[src/rtl/vedic_pkg.sv]
// Shared constants, stage-valid type and WIDTH legality check for the Vedic
// multiplier pipeline.
package vedic_pkg;

    localparam int LATENCY = 3;

    // One valid bit per pipeline stage; bit 0 is S1, bit LATENCY-1 is S3.
    typedef logic [LATENCY-1:0] stage_valid_t;

    function automatic bit width_legal(input int w);
        return (w == 4) || (w == 8) || (w == 16) || (w == 32);
    endfunction

endpackage

[src/rtl/vedic_core.sv]
// Combinational recursive Urdhva-Tiryagbhyam NxN multiplier; N must be a power
// of two >= 2. Each level splits into four N/2 products, bottoming out at 2x2.
module vedic_core #(
    parameter int N = 2
) (
    input  logic [N-1:0]   x,
    input  logic [N-1:0]   y,
    output logic [2*N-1:0] p
);

    if (N == 2) begin : g_cell
        logic pp00, pp01, pp10, pp11, carry1;

        assign pp00   = x[0] & y[0];
        assign pp01   = x[0] & y[1];
        assign pp10   = x[1] & y[0];
        assign pp11   = x[1] & y[1];
        assign carry1 = pp01 & pp10;

        assign p[0] = pp00;
        assign p[1] = pp01 ^ pp10;
        assign p[2] = pp11 ^ carry1;
        assign p[3] = pp11 & carry1;
    end else begin : g_split
        localparam int H = N / 2;

        logic [N-1:0] hh, hl, lh, ll;

        vedic_core #(.N(H)) u_hh (.x(x[N-1:H]), .y(y[N-1:H]), .p(hh));
        vedic_core #(.N(H)) u_hl (.x(x[N-1:H]), .y(y[H-1:0]), .p(hl));
        vedic_core #(.N(H)) u_lh (.x(x[H-1:0]), .y(y[N-1:H]), .p(lh));
        vedic_core #(.N(H)) u_ll (.x(x[H-1:0]), .y(y[H-1:0]), .p(ll));

        // Cross products sit H bits up; hh/ll concatenate without overlap.
        assign p = {hh, ll}
                 + {{H{1'b0}}, hl, {H{1'b0}}}
                 + {{H{1'b0}}, lh, {H{1'b0}}};
    end

endmodule

[src/rtl/vedic_mult_pipe.sv]
// Three-stage pipelined Vedic multiplier, c = a*b at full 2*WIDTH precision.
// Define VEDIC_SIGNED_EN for two's-complement operands (sign-magnitude inside).
module vedic_mult_pipe #(
    parameter int WIDTH = 8
) (
    input  logic               clk,
    input  logic               rst,
    input  logic [WIDTH-1:0]   a,
    input  logic [WIDTH-1:0]   b,
    input  logic               in_valid,
    output logic               in_ready,
    output logic [2*WIDTH-1:0] c,
    output logic               out_valid,
    input  logic               out_ready
);
    import vedic_pkg::*;

    localparam int H = WIDTH / 2;

    if (!width_legal(WIDTH)) begin : g_bad_width
        $error("vedic_mult_pipe: WIDTH must be 4, 8, 16 or 32");
    end

    // Handshake: a transfer happens on a rising edge where valid && ready.
    // The whole pipe advances together (adv); in_ready == adv depends only on
    // registered out_valid and out_ready, so nothing flows from in_valid.
    stage_valid_t       vld;
    logic               adv;
    logic [WIDTH-1:0]   a1, b1;
    logic [WIDTH-1:0]   hh_w, hl_w, lh_w, ll_w;
    logic [WIDTH-1:0]   hh2, hl2, lh2, ll2;
    logic [2*WIDTH-1:0] sum2;
`ifdef VEDIC_SIGNED_EN
    logic               neg1, neg2;
`endif

    assign adv       = !vld[LATENCY-1] || out_ready;
    assign in_ready  = adv;
    assign out_valid = vld[LATENCY-1];

    vedic_core #(.N(H)) u_hh (.x(a1[WIDTH-1:H]), .y(b1[WIDTH-1:H]), .p(hh_w));
    vedic_core #(.N(H)) u_hl (.x(a1[WIDTH-1:H]), .y(b1[H-1:0]),     .p(hl_w));
    vedic_core #(.N(H)) u_lh (.x(a1[H-1:0]),     .y(b1[WIDTH-1:H]), .p(lh_w));
    vedic_core #(.N(H)) u_ll (.x(a1[H-1:0]),     .y(b1[H-1:0]),     .p(ll_w));

    assign sum2 = {hh2, ll2}
                + {{H{1'b0}}, hl2, {H{1'b0}}}
                + {{H{1'b0}}, lh2, {H{1'b0}}};

    always_ff @(posedge clk) begin
        if (rst) begin
            vld <= '0;
            a1  <= '0;
            b1  <= '0;
            hh2 <= '0;
            hl2 <= '0;
            lh2 <= '0;
            ll2 <= '0;
            c   <= '0;
`ifdef VEDIC_SIGNED_EN
            neg1 <= 1'b0;
            neg2 <= 1'b0;
`endif
        end else if (adv) begin
            vld <= {vld[LATENCY-2:0], in_valid};
`ifdef VEDIC_SIGNED_EN
            // Magnitude of -2^(WIDTH-1) is 2^(WIDTH-1), which still fits unsigned.
            a1   <= a[WIDTH-1] ? -a : a;
            b1   <= b[WIDTH-1] ? -b : b;
            neg1 <= a[WIDTH-1] ^ b[WIDTH-1];
            neg2 <= neg1;
            c    <= neg2 ? -sum2 : sum2;
`else
            a1 <= a;
            b1 <= b;
            c  <= sum2;
`endif
            hh2 <= hh_w;
            hl2 <= hl_w;
            lh2 <= lh_w;
            ll2 <= ll_w;
        end
    end

endmodule

[config.mk]
export PLATFORM = sky130hd
export DESIGN_NAME = vedic_mult_pipe
export DESIGN_NICKNAME = d
export VERILOG_FILES = /design/src/rtl/vedic_pkg.sv /design/src/rtl/vedic_core.sv /design/src/rtl/vedic_mult_pipe.sv
export SDC_FILE = /design/constraint.sdc
export NUM_CORES = 1
export LEC_CHECK = 0
export ABC_AREA = 1
export BUFFER_PORTS_ARGS = -buffer_cell sky130_fd_sc_hd__buf_4
export CELL_PAD_IN_SITES_DETAIL_PLACEMENT = 1
export CELL_PAD_IN_SITES_GLOBAL_PLACEMENT = 2
export CORE_ASPECT_RATIO = 1.25
export CORE_MARGIN = 2
export CORE_UTILIZATION = 32
export CTS_CLUSTER_SIZE = 28
export DETAILED_ROUTE_END_ITERATION = 16
export PLACE_DENSITY_LB_ADDON = 0.1
export SYNTH_ARGS = -nofsm -noshare
export SYNTH_HDL_FRONTEND = slang
export SYNTH_SLANG_ARGS = --single-unit
[constraint.sdc]
create_clock -name clk -period 2.9 [get_ports clk]
set_input_delay 0.725 -clock clk [delete_from_list [all_inputs] [get_ports clk]]
set_output_delay 0.725 -clock clk [all_outputs]
set_load 0.01 [all_outputs]
==> results.md, run 1 <==
- Outcome: completed
- Number of setup buffers added after CTS: 0
- Syn Inst Count: between 600 and 700
- Power density cells: approximately 450 mW/mm^2
- Avg Cell Area, Syn: 7.23 sq um
- Post-synthesis async set-or-reset flop share: 0%
- Clock insertion delay at the later pin of the skew report: 0.35 ns
- Maximum root-to-sink buffer count: 2
- Top-count cell post-synth: inv_1
- Inserted Clock Buffers: 9
- Tcrit/Tclk final: between 90% and 100%
- Post-DP Area: ~0.0054 sq mm
- Commonest cells post-synth: inv_1 (156), nand2_1 (107), nor2_1 (81), dfxtp_1 (67), ha_1 (56)
- Core Rows: 50
- Total global-route track usage: 16.7%
- Number of synthesized flops with an enable pin: 0
- F_max: around 0.37 GHz
- Worst path bufs/invs: 4
- Most numerous cell on the critical path: inv_1
- Worst ir drop on vdd: roughly 0.24 mV
- Fin crit period: ~2.7 ns
- Worst-Margin Slew: 0.535 ns
- Clk Tree Root Cell: clkbuf_16
- Net count after synthesis: around 790
- Layout area overhead: 15.9%
- Largest delay contributor family on the critical path: adder cells
- Largest net degree at the start of global routing: between 50 and 60
- Core area: roughly 0.015 sq mm
- WL per Instance: 13.7 um
- Die Height: around 140 um
- Placer congestion estimate: between 0.7 and 0.8
- Initial core utilization: ~33%
- Vias per Instance: ~4.5
- Number of global-route vias before repair: 4320
- Mapped cell area: slightly below 0.005 sq mm
- TNS Setup: 0 ns
- Number of synthesized register bits: 67
- Pre-Repair DR Iteration Count: 4
- Number of I/O port buffers: 37
- Worst Hold Class: reg -> reg
- Critical path, cell by cell: nand2_1, inv_1, ha_1, ha_1, inv_1, fa_1, inv_1, ha_1, fa_1, nand3_1, nand2_1, xor2_1, o21bai_1, inv_1
- Yosys top cell area share: a little over a quarter
- H-tree depth: 3
- Die ar.: approximately 0.017 sq mm
- RSZ-0062 raised after global routing: no
- Crit start category: flop
- First-pass GRT wire length: about 21000 um
- Overall Power: between 2 and 3 mW
- Layout net count: approximately 800
- Max Clock Skew: around 0.01 ns
- CP Class: reg -> reg
- Critical path required time: ~3.1 ns
- Post-route ant nets: 0
- Crit. End Element: flop
- Post-synthesis sequential area ratio: between 20% and 30%
- Dpl cells: a little over 900
- Pleak: 3.56 nW
- Clock Sinks: 67
- Fin Hold WS: about 0.45 ns
- Clock-pin slew on the worst setup and hold paths: 0.06 ns
- IO Count: 38
- CTS tree: yes
- Gr ovfl total: 0
- Hold Vio Cnt, Final: 0
- Crit path arrival time: roughly 2.9 ns
- Ys Warns: 0
- Max Cap Viol: 0
- # setup viols final: 0
- Final Max Tran Viols: 0
- Predominant post-synthesis flop cell: dfxtp_1
- Die width: about 120 um
- Ant diodes: 0
- Layout cells sized above 1: between 10 and 15%
- First DRT Iteration DRCs: 111
- Final std cells w/o fill: roughly 920
- Final WL: between 10000 and 15000 um
- Post-DP HPWL: approximately 10000 um
- Slowest stage delay, CP: 0.53 ns
- Synth cell types: 30
- Residual DRC: 0
- Worst-path maximum fanout: 9
- Slew headroom: about 64%
- Design Area, Final: ~0.0057 sq mm
- Antenna violations before repair: 0
- Crit-path slowest cell: fa_1
- Via count: around 4200
- Synth area leader: dfxtp_1
- Largest cells by area after synthesis: dfxtp_1 (27%), ha_1 (14%), inv_1 (12%)
==> cell type report <==
type / count / area [sq um]
clock buffers: 9 / 225
clock inverters: 7 / 76.3
fillers: 1887 / 9330
inverters: 160 / 606
multi-input cells: 424 / 2850
flip-flops and latches: 67 / 1360
well taps: 208 / 260
repair buffers: 49 / 368
==> worst min-delay path: stages (launching register included) <==
cell	delay, ns
dfxtp_1	0.30
inv_1	0.06
a21oi_1	0.06
==> sequential cells by signal (all words and copies together), names as in the netlist <==
name / cells
lh2: 8
vld: 3
b1: 8
hh2: 8
hl2: 8
a1: 8
c: 16
ll2: 8
==> layout by cell type, fill, tap and decap left out, drive strengths merged, types with 2 or more instances in the layout <==
| master | instances |
|---|---|
| xor2 | 13 |
| xnor2 | 2 |
| clkbuf | 9 |
| o21bai | 9 |
| o21ai | 67 |
| dfxtp | 67 |
| fa | 29 |
| nor2 | 83 |
| nand2 | 110 |
| nand3 | 22 |
| clkinvlp | 2 |
| a211oi | 2 |
| buf | 49 |
| a21oi | 26 |
| ha | 56 |
| clkinv | 2 |
| inv | 162 |
==> report_power, final <==
part	total (mW)	internal [mW]	switching (mW)
logic	0.395	0.170	0.225
registers	1.05	0.988	0.0652
clock network	1.15	0.672	0.475
==> routing by layer <==
metal	vias up	wire, um	global-route usage [%]	part of all wire (%)
li1	2129	-	-	-
met1	1984	5660	20.1	45
met2	40	6440	29.5	51
met3	15	310	2.89	2.4
met4	0	251	6.02	2.0
met5	-	0	0	0
==> logic make-up (layout without fill, tap and decap cells) <==
family,after synthesis,count (layout),share of synthesized area (%)
simple gates,217,217,17.5
buf+inv,195,225,15.4
compound gates,107,107,11.5
fa+ha+maj,85,85,25.8
flops,67,67,27.0
xor+xnor,15,15,2.65
==> path summary, 6_finish.rpt <==
check,slack [ns],cells past startpoint,start,endpoint
hold reg to reg,0.45,2,vld[1],vld[2]
hold / removal,0.45,2,vld[1],vld[2]
setup reg to reg,0.22,14,b1[5],lh2[7]
setup / recovery,0.22,14,b1[5],lh2[7]
==> what timing repair did <==
| item | CTS | global route |
|---|---|---|
| hold buffers | 0 | 0 |
| endpoints found under the setup margin | 0 | 6 |
| gates resized for setup | 0 | 14 |
==> stage by stage <==
stage               utilization [%]  setup WS, ns
CTS                            38.0        0.0506
finish                         38.1         0.217
floorplan                         -         0.247
global placement               36.0         0.126
detailed placement             36.0        0.0601
global route                   38.1        0.0291
Note: power is estimated with default switching activity, not from simulation.
==> inputs of run 2 (changes only) <==
--- a/config.mk
+++ b/config.mk
@@ -10,7 +10,6 @@
 export CELL_PAD_IN_SITES_DETAIL_PLACEMENT = 1
 export CELL_PAD_IN_SITES_GLOBAL_PLACEMENT = 2
 export CORE_ASPECT_RATIO = 1.25
-export CORE_MARGIN = 2
 export CORE_UTILIZATION = 32
 export CTS_CLUSTER_SIZE = 28
 export DETAILED_ROUTE_END_ITERATION = 16
==> run 2 against run 1 <==
Net effect: non-clock buffer count stayed put; register-to-register slack worse by 0.04 ns; highest routed layer unchanged; global-route usage is 0.56 points higher; worst setup slack worse by 0.039 ns; critical path depth stayed put.
==> results.md, run 2 (synthesis results as in run 1) <==
- Outcome: completed
- Worst-Margin Slew: 0.542 ns (+0.00729 ns)
- Power share of the clock group: 42.7% (-1.5 points)
- Switching share of power: 30.1% (+0.60 points)
- Worst ir drop on vdd: 0.190 mV (-20%)
- Flop pwr share: 41.7% (+1.1 points)
- CP Class: reg -> reg
- Clock-pin slew on the worst setup and hold paths: 0.06 ns (about the same)
- Pleak: 3.54 nW (-0.41%)
- Die ar.: 0.0160 sq mm (-3.1%)
- F_max: 0.367 GHz (-1.4%)
- Slew headroom: 63.8% (-0.49 points)
- Largest net degree at the start of global routing: 54 (unchanged)
- H-tree depth: 3 (unchanged)
- Critical path required time: 3.14 ns (about the same)
- Post-DP HPWL: 10000 um (-0.92%)
- First-pass GRT wire length: 21300 um (+0.39%)
- R2R Setup Slk: 0.18 ns (-0.04 ns)
- Reg with most FFs: c
- Initial core utilization: 32.9% (unchanged)
- Max Cap Viol: 0 (unchanged)
- # setup viols final: 0 (unchanged)
- Number of setup buffers added after CTS: 0 (unchanged)
- Worst Hold Class: reg -> reg
- Placer congestion estimate: 0.801 (+2.8%)
- Core area: 0.0151 sq mm (unchanged)
- Hold Vio Cnt, Final: 0 (unchanged)
- CTS tree: yes
- Vias per Instance: 4.48 (-0.58%)
- Combinational power share: 15.6% (+0.4 points)
- Core Rows: 50 (unchanged)
- TNS Setup: 0 ns (unchanged)
- Gr ovfl total: 0 (unchanged)
- Maximum root-to-sink buffer count: 2 (unchanged)
- Die width: 113 um (-1.7%)
- Layout cells sized above 1: 11.9% (-0.42 points)
- RSZ-0062 raised after global routing: no
- Pre-Repair DR Iteration Count: 4 (unchanged)
- WL per Instance: 13.6 um (-0.62%)
- Final core utilization: 38.0% (-0.12 points)
- Number of I/O port buffers: 37 (unchanged)
- Clk Tree Root Cell: clkbuf_16
- Most common cell after layout, fill and taps aside: inv_1
- Die Height: 141 um (-1.4%)
- Crit path arrival time: 2.96 ns (+0.04 ns)
- Hold Buf Count CTS: 0 (unchanged)
- Crit. End Element: flop
- Residual DRC: 0 (unchanged)
- Switching Power: 0.759 mW (-0.67%)
- Antenna violations before repair: 0 (unchanged)
- Layout area overhead: 15.5%
- Worst-path maximum fanout: 9 (unchanged)
- Max reg flops: 16 (unchanged)
- Final Max Tran Viols: 0 (unchanged)
- Total global-route track usage: 17.2% (+0.56 points)
- Max Clock Skew: 0.00601 ns (-0.00420 ns)
- Fin crit period: 2.72 ns (+0.0387 ns)
- Layout net count: 816 (unchanged)
- Cell Int Power: 1.77 mW (-3.5%)
- Tcrit/Tclk final: 93.9% (+1.3 points)
- Fill count: 1910 (+1.2%)
- Number of global-route vias before repair: 4456 (+3.1%)
- First DRT Iteration DRCs: 78 (-30%)
- Power density cells: 441 mW/mm^2 (-2.3%)
- Post-route ant nets: 0 (unchanged)
- Ant diodes: 0 (unchanged)
- Final WL: 12600 um (-0.62%)
- IO Count: 38 (unchanged)
- Inserted Clock Buffers: 9 (unchanged)
- Via count: 4144 (-0.58%)
- Clock insertion delay at the later pin of the skew report: 0.35 ns (about the same)
- Most frequent cells in the layout: inv_1 (156), nand2_1 (107), nor2_1 (81), dfxtp_1 (58), ha_1 (56)
- Clock Sinks: 67 (unchanged)
- Crit start category: flop
## run 2: cell count changes in the layout (fill, tap and decap cells not counted), sizes merged
cell and change:
clkinvlp +2, clkbuf +1, bufinv -1, inv -1, clkinv -1
## run 2: power by group through the flow
stage	Combinational [mW]	Sequential [mW]	Clock [mW]
after detailed placement	0.402	1.07	0
after CTS	0.406	1.05	1.11
final	0.393	1.05	1.08
after floorplan	0.273	1.04	0
after global routing	0.458	1.07	1.15
after global placement	0.396	1.07	0
## run 2: through the flow
step / hold slack [ns] / total power, mW / setup slack [ns] / cells / area, sq um
finish: 0.458 / 2.53 / 0.178 / 924 / 5730
global route: 0.483 / 2.68 / 0.00663 / 924 / 5730
CTS: 0.463 / 2.57 / 0.0276 / 924 / 5720
detailed placement: 0.452 / 1.48 / 0.0162 / 908 / 5430
global placement: 0.438 / 1.47 / 0.134 / 908 / 5430
floorplan: 0.430 / 1.32 / 0.247 / 686 / 4960
## run 2: path summary, 6_finish.rpt
check               from  endpoint  depth (start not counted)
setup / recovery   a1[0]    lh2[7]                         14
hold / removal    vld[1]    vld[1]                          2
setup reg to reg   a1[0]    lh2[7]                         14
hold reg to reg   vld[1]    vld[1]                          2
## run 2: critical path, stage by stage (launching register included)
cell and delay [ns]:
dfxtp_2 0.44, nand2_1 0.08, inv_1 0.06, ha_1 0.14, ha_1 0.15, inv_1 0.06
fa_1 0.53, inv_1 0.04, ha_1 0.23, fa_1 0.41, nand3_1 0.11, nand2_1 0.06
xor2_1 0.14, o21bai_1 0.12, inv_1 0.06
## run 2: layout make-up
cell class	instances	area, sq um	share of cell area (%)
flip-flops and latches	67	1350	23.6
clock buffers	10	239	4.17
multi-input cells	424	2850	49.8
well taps	208	260	4.54
repair buffers	49	368	6.42
inverters	160	606	10.6
clock inverters	6	50.0	0.874
## run 2: repair_timing
item	CTS	global route
resized for setup	1	9
pin swaps	0	0
setup endpoints to repair	1	6
## run 2: per-layer routing
layer  global-route usage (%)  wire length (um)  share of wire, %
met2                     32.0              6540                52
met3                     2.88               227               1.8
met1                     19.8              5640                45
met5                        0                 0                 0
met4                     5.89               182               1.4
==> inputs of run 3 (changes only) <==
--- a/config.mk
+++ b/config.mk
@@ -13,7 +13,7 @@
 export CORE_UTILIZATION = 32
 export CTS_CLUSTER_SIZE = 28
 export DETAILED_ROUTE_END_ITERATION = 16
-export PLACE_DENSITY_LB_ADDON = 0.1
+export PLACE_DENSITY = 0.86
 export SYNTH_ARGS = -nofsm -noshare
 export SYNTH_HDL_FRONTEND = slang
 export SYNTH_SLANG_ARGS = --single-unit
==> run 3 against run 2 <==
Net effect: non-clock buffer count is 5 lower; die area stayed put; cell area is 0.63% lower; combinational power is 2% lower; utilization is 0.24 points lower; via count is 1.6% higher; count of clock-buffer cells in the layout is 3 higher; wire length is 3.9% lower; register-to-register slack better by 0.02 ns; total power is 1.9% lower.
==> results.md, run 3 (synthesis results as in run 1) <==
- Critical path required time: 3.14 ns (about the same)
- Max reg flops: 16 (unchanged)
- Setup WS pre-CTS: 0.00679 ns (-0.00942 ns)
- Tcrit/Tclk final: 93.1% (-0.72 points)
- Crit path arrival time: 2.94 ns (-0.02 ns)
- First-pass GRT wire length: 20900 um (-2.1%)
- Placer congestion estimate: 0.824 (+2.9%)
- # setup viols final: 0 (unchanged)
- Crit-path slowest cell: fa_1
- Number of global-route vias before repair: 4457 (+0.022%)
- Clock-pin slew on the worst setup and hold paths: 0.06 ns (about the same)
- Fin crit period: 2.70 ns (-0.0209 ns)
- CP Class: reg -> reg
- Max Clock Skew: 0.00525 ns (-0.000758 ns)
- F_max: 0.370 GHz (+0.78%)
- Post-route ant nets: 0 (unchanged)
- Clk Tree Root Cell: clkbuf_16
- Number of I/O port buffers: 37 (unchanged)
- Inserted Clock Buffers: 9 (unchanged)
- Layout net count: 811 (-0.61%)
- Layout cells sized above 1: 11.3% (-0.60 points)
- Power density cells: 435 mW/mm^2 (-1.2%)
- Outcome: completed
- Initial core utilization: 32.9% (unchanged)
- Final core utilization: 37.8% (-0.24 points)
- Die ar.: 0.0160 sq mm (unchanged)
- Via count: 4211 (+1.6%)
- Worst-Margin Slew: 0.635 ns (+0.0932 ns)
- Largest delay contributor family on the critical path: adder cells
- Largest net degree at the start of global routing: 65 (+20%)
- Worst path bufs/invs: 4 (unchanged)
- Final WL: 12100 um (-3.9%)
- Worst ir drop on vdd: 0.254 mV (+34%)
- Hold Vio Cnt, Final: 0 (unchanged)
- Crit. End Element: flop
- Ant diodes: 0 (unchanged)
- Worst Hold Class: reg -> reg
- Clock Sinks: 67 (unchanged)
- Die width: 113 um (unchanged)
- Core area: 0.0151 sq mm (unchanged)
- Core Rows: 50 (unchanged)
- Hold Buf Count CTS: 0 (unchanged)
- Vias per Instance: 4.59 (+2.3%)
- Layout area overhead: 14.8%
- CTS tree: yes
- Clock insertion delay at the later pin of the skew report: 0.34 ns (about the same)
- Most frequent cells in the layout: inv_1 (156), nand2_1 (107), nor2_1 (81), ha_1 (56), dfxtp_1 (56)
- Number of setup buffers added after CTS: 0 (unchanged)
- Post-DP HPWL: 9500 um (-5.2%)
- Residual DRC: 0 (unchanged)
- Fill count: 1911 (+0.052%)
- Max Cap Viol: 0 (unchanged)
- IO Count: 38 (unchanged)
- Reg with most FFs: c
- Critical path, cell by cell: nand2_1, inv_1, ha_1, ha_1, inv_1, fa_1, inv_1, ha_1, fa_1, nand3_1, nand2_1, xor2_1, o21bai_1, inv_1
- H-tree depth: 3 (unchanged)
- First DRT Iteration DRCs: 108 (+38%)
- Final Max Tran Viols: 0 (unchanged)
- Total global-route track usage: 16.6% (-0.61 points)
- Gr ovfl total: 0 (unchanged)
- Slowest stage delay, CP: 0.54 ns (about the same)
- TNS Setup: 0 ns (unchanged)
- Maximum root-to-sink buffer count: 2 (unchanged)
- Final std cells w/o fill: 918 (-0.65%)
- Min setup slack post-route: 0.199 ns (+0.0209 ns)
- Die Height: 141 um (unchanged)
- Pre-Repair DR Iteration Count: 4 (unchanged)
- WL per Instance: 13.2 um (-3.3%)
- Slew headroom: 57.6% (-6.2 points)
- Worst-path maximum fanout: 9 (unchanged)
- Pleak: 3.53 nW (-0.30%)
- Antenna violations before repair: 0 (unchanged)
- Most common cell after layout, fill and taps aside: inv_1
- Most numerous cell on the critical path: inv_1
- Dpl cells: 903 (-0.55%)
- Crit start category: flop
[run 3: through the flow]
step                      cell area, sq um  hold WS, ns  total power, mW
after detailed placement              5390        0.445             1.47
after global routing                  5690        0.502             2.62
after global placement                5390        0.442             1.45
final                                 5690        0.454             2.48
after CTS                             5670        0.454             2.52
after floorplan                       4960        0.430             1.32
[run 3: layout make-up]
type                    instances  area [sq um]  area share, %
well taps                     208           260           4.57
repair buffers                 44           330           5.80
clock inverters                 2          10.0          0.176
inverters                     160           606           10.6
multi-input cells             424          2850           50.1
flip-flops and latches         67          1360           23.9
clock buffers                  13           270           4.75
[run 3: worst paths after layout]
path / slack (ns) / depth (start not counted) / to / startpoint
setup / recovery: 0.20 / 14 / lh2[7] / a1[0]
setup reg to reg: 0.20 / 14 / lh2[7] / a1[0]
hold reg to reg: 0.45 / 2 / vld[2] / vld[1]
hold / removal: 0.45 / 2 / vld[2] / vld[1]
[run 3: metal layers]
layer,wire [um],track usage [%]
met2,6380,30.6
met3,227,2.58
met1,5280,19.1
met4,212,6.37
met5,0,0
[run 3: where the power goes]
group	internal (mW)	leakage, nW	switching [mW]	total, mW
combinational	0.165	2.84	0.220	0.384
clock	0.641	0.141	0.397	1.04
sequential	0.988	0.554	0.0686	1.06
[run 3: worst min-delay path, cell delays in order (launching register included)]
cell	delay [ns]
dfxtp_1	0.29
inv_1	0.06
a21oi_1	0.06
[run 3: repair_timing]
action / CTS / global route
gates resized for setup: 2 / 13
setup endpoints to repair: 1 / 6
cloned: 0 / 0
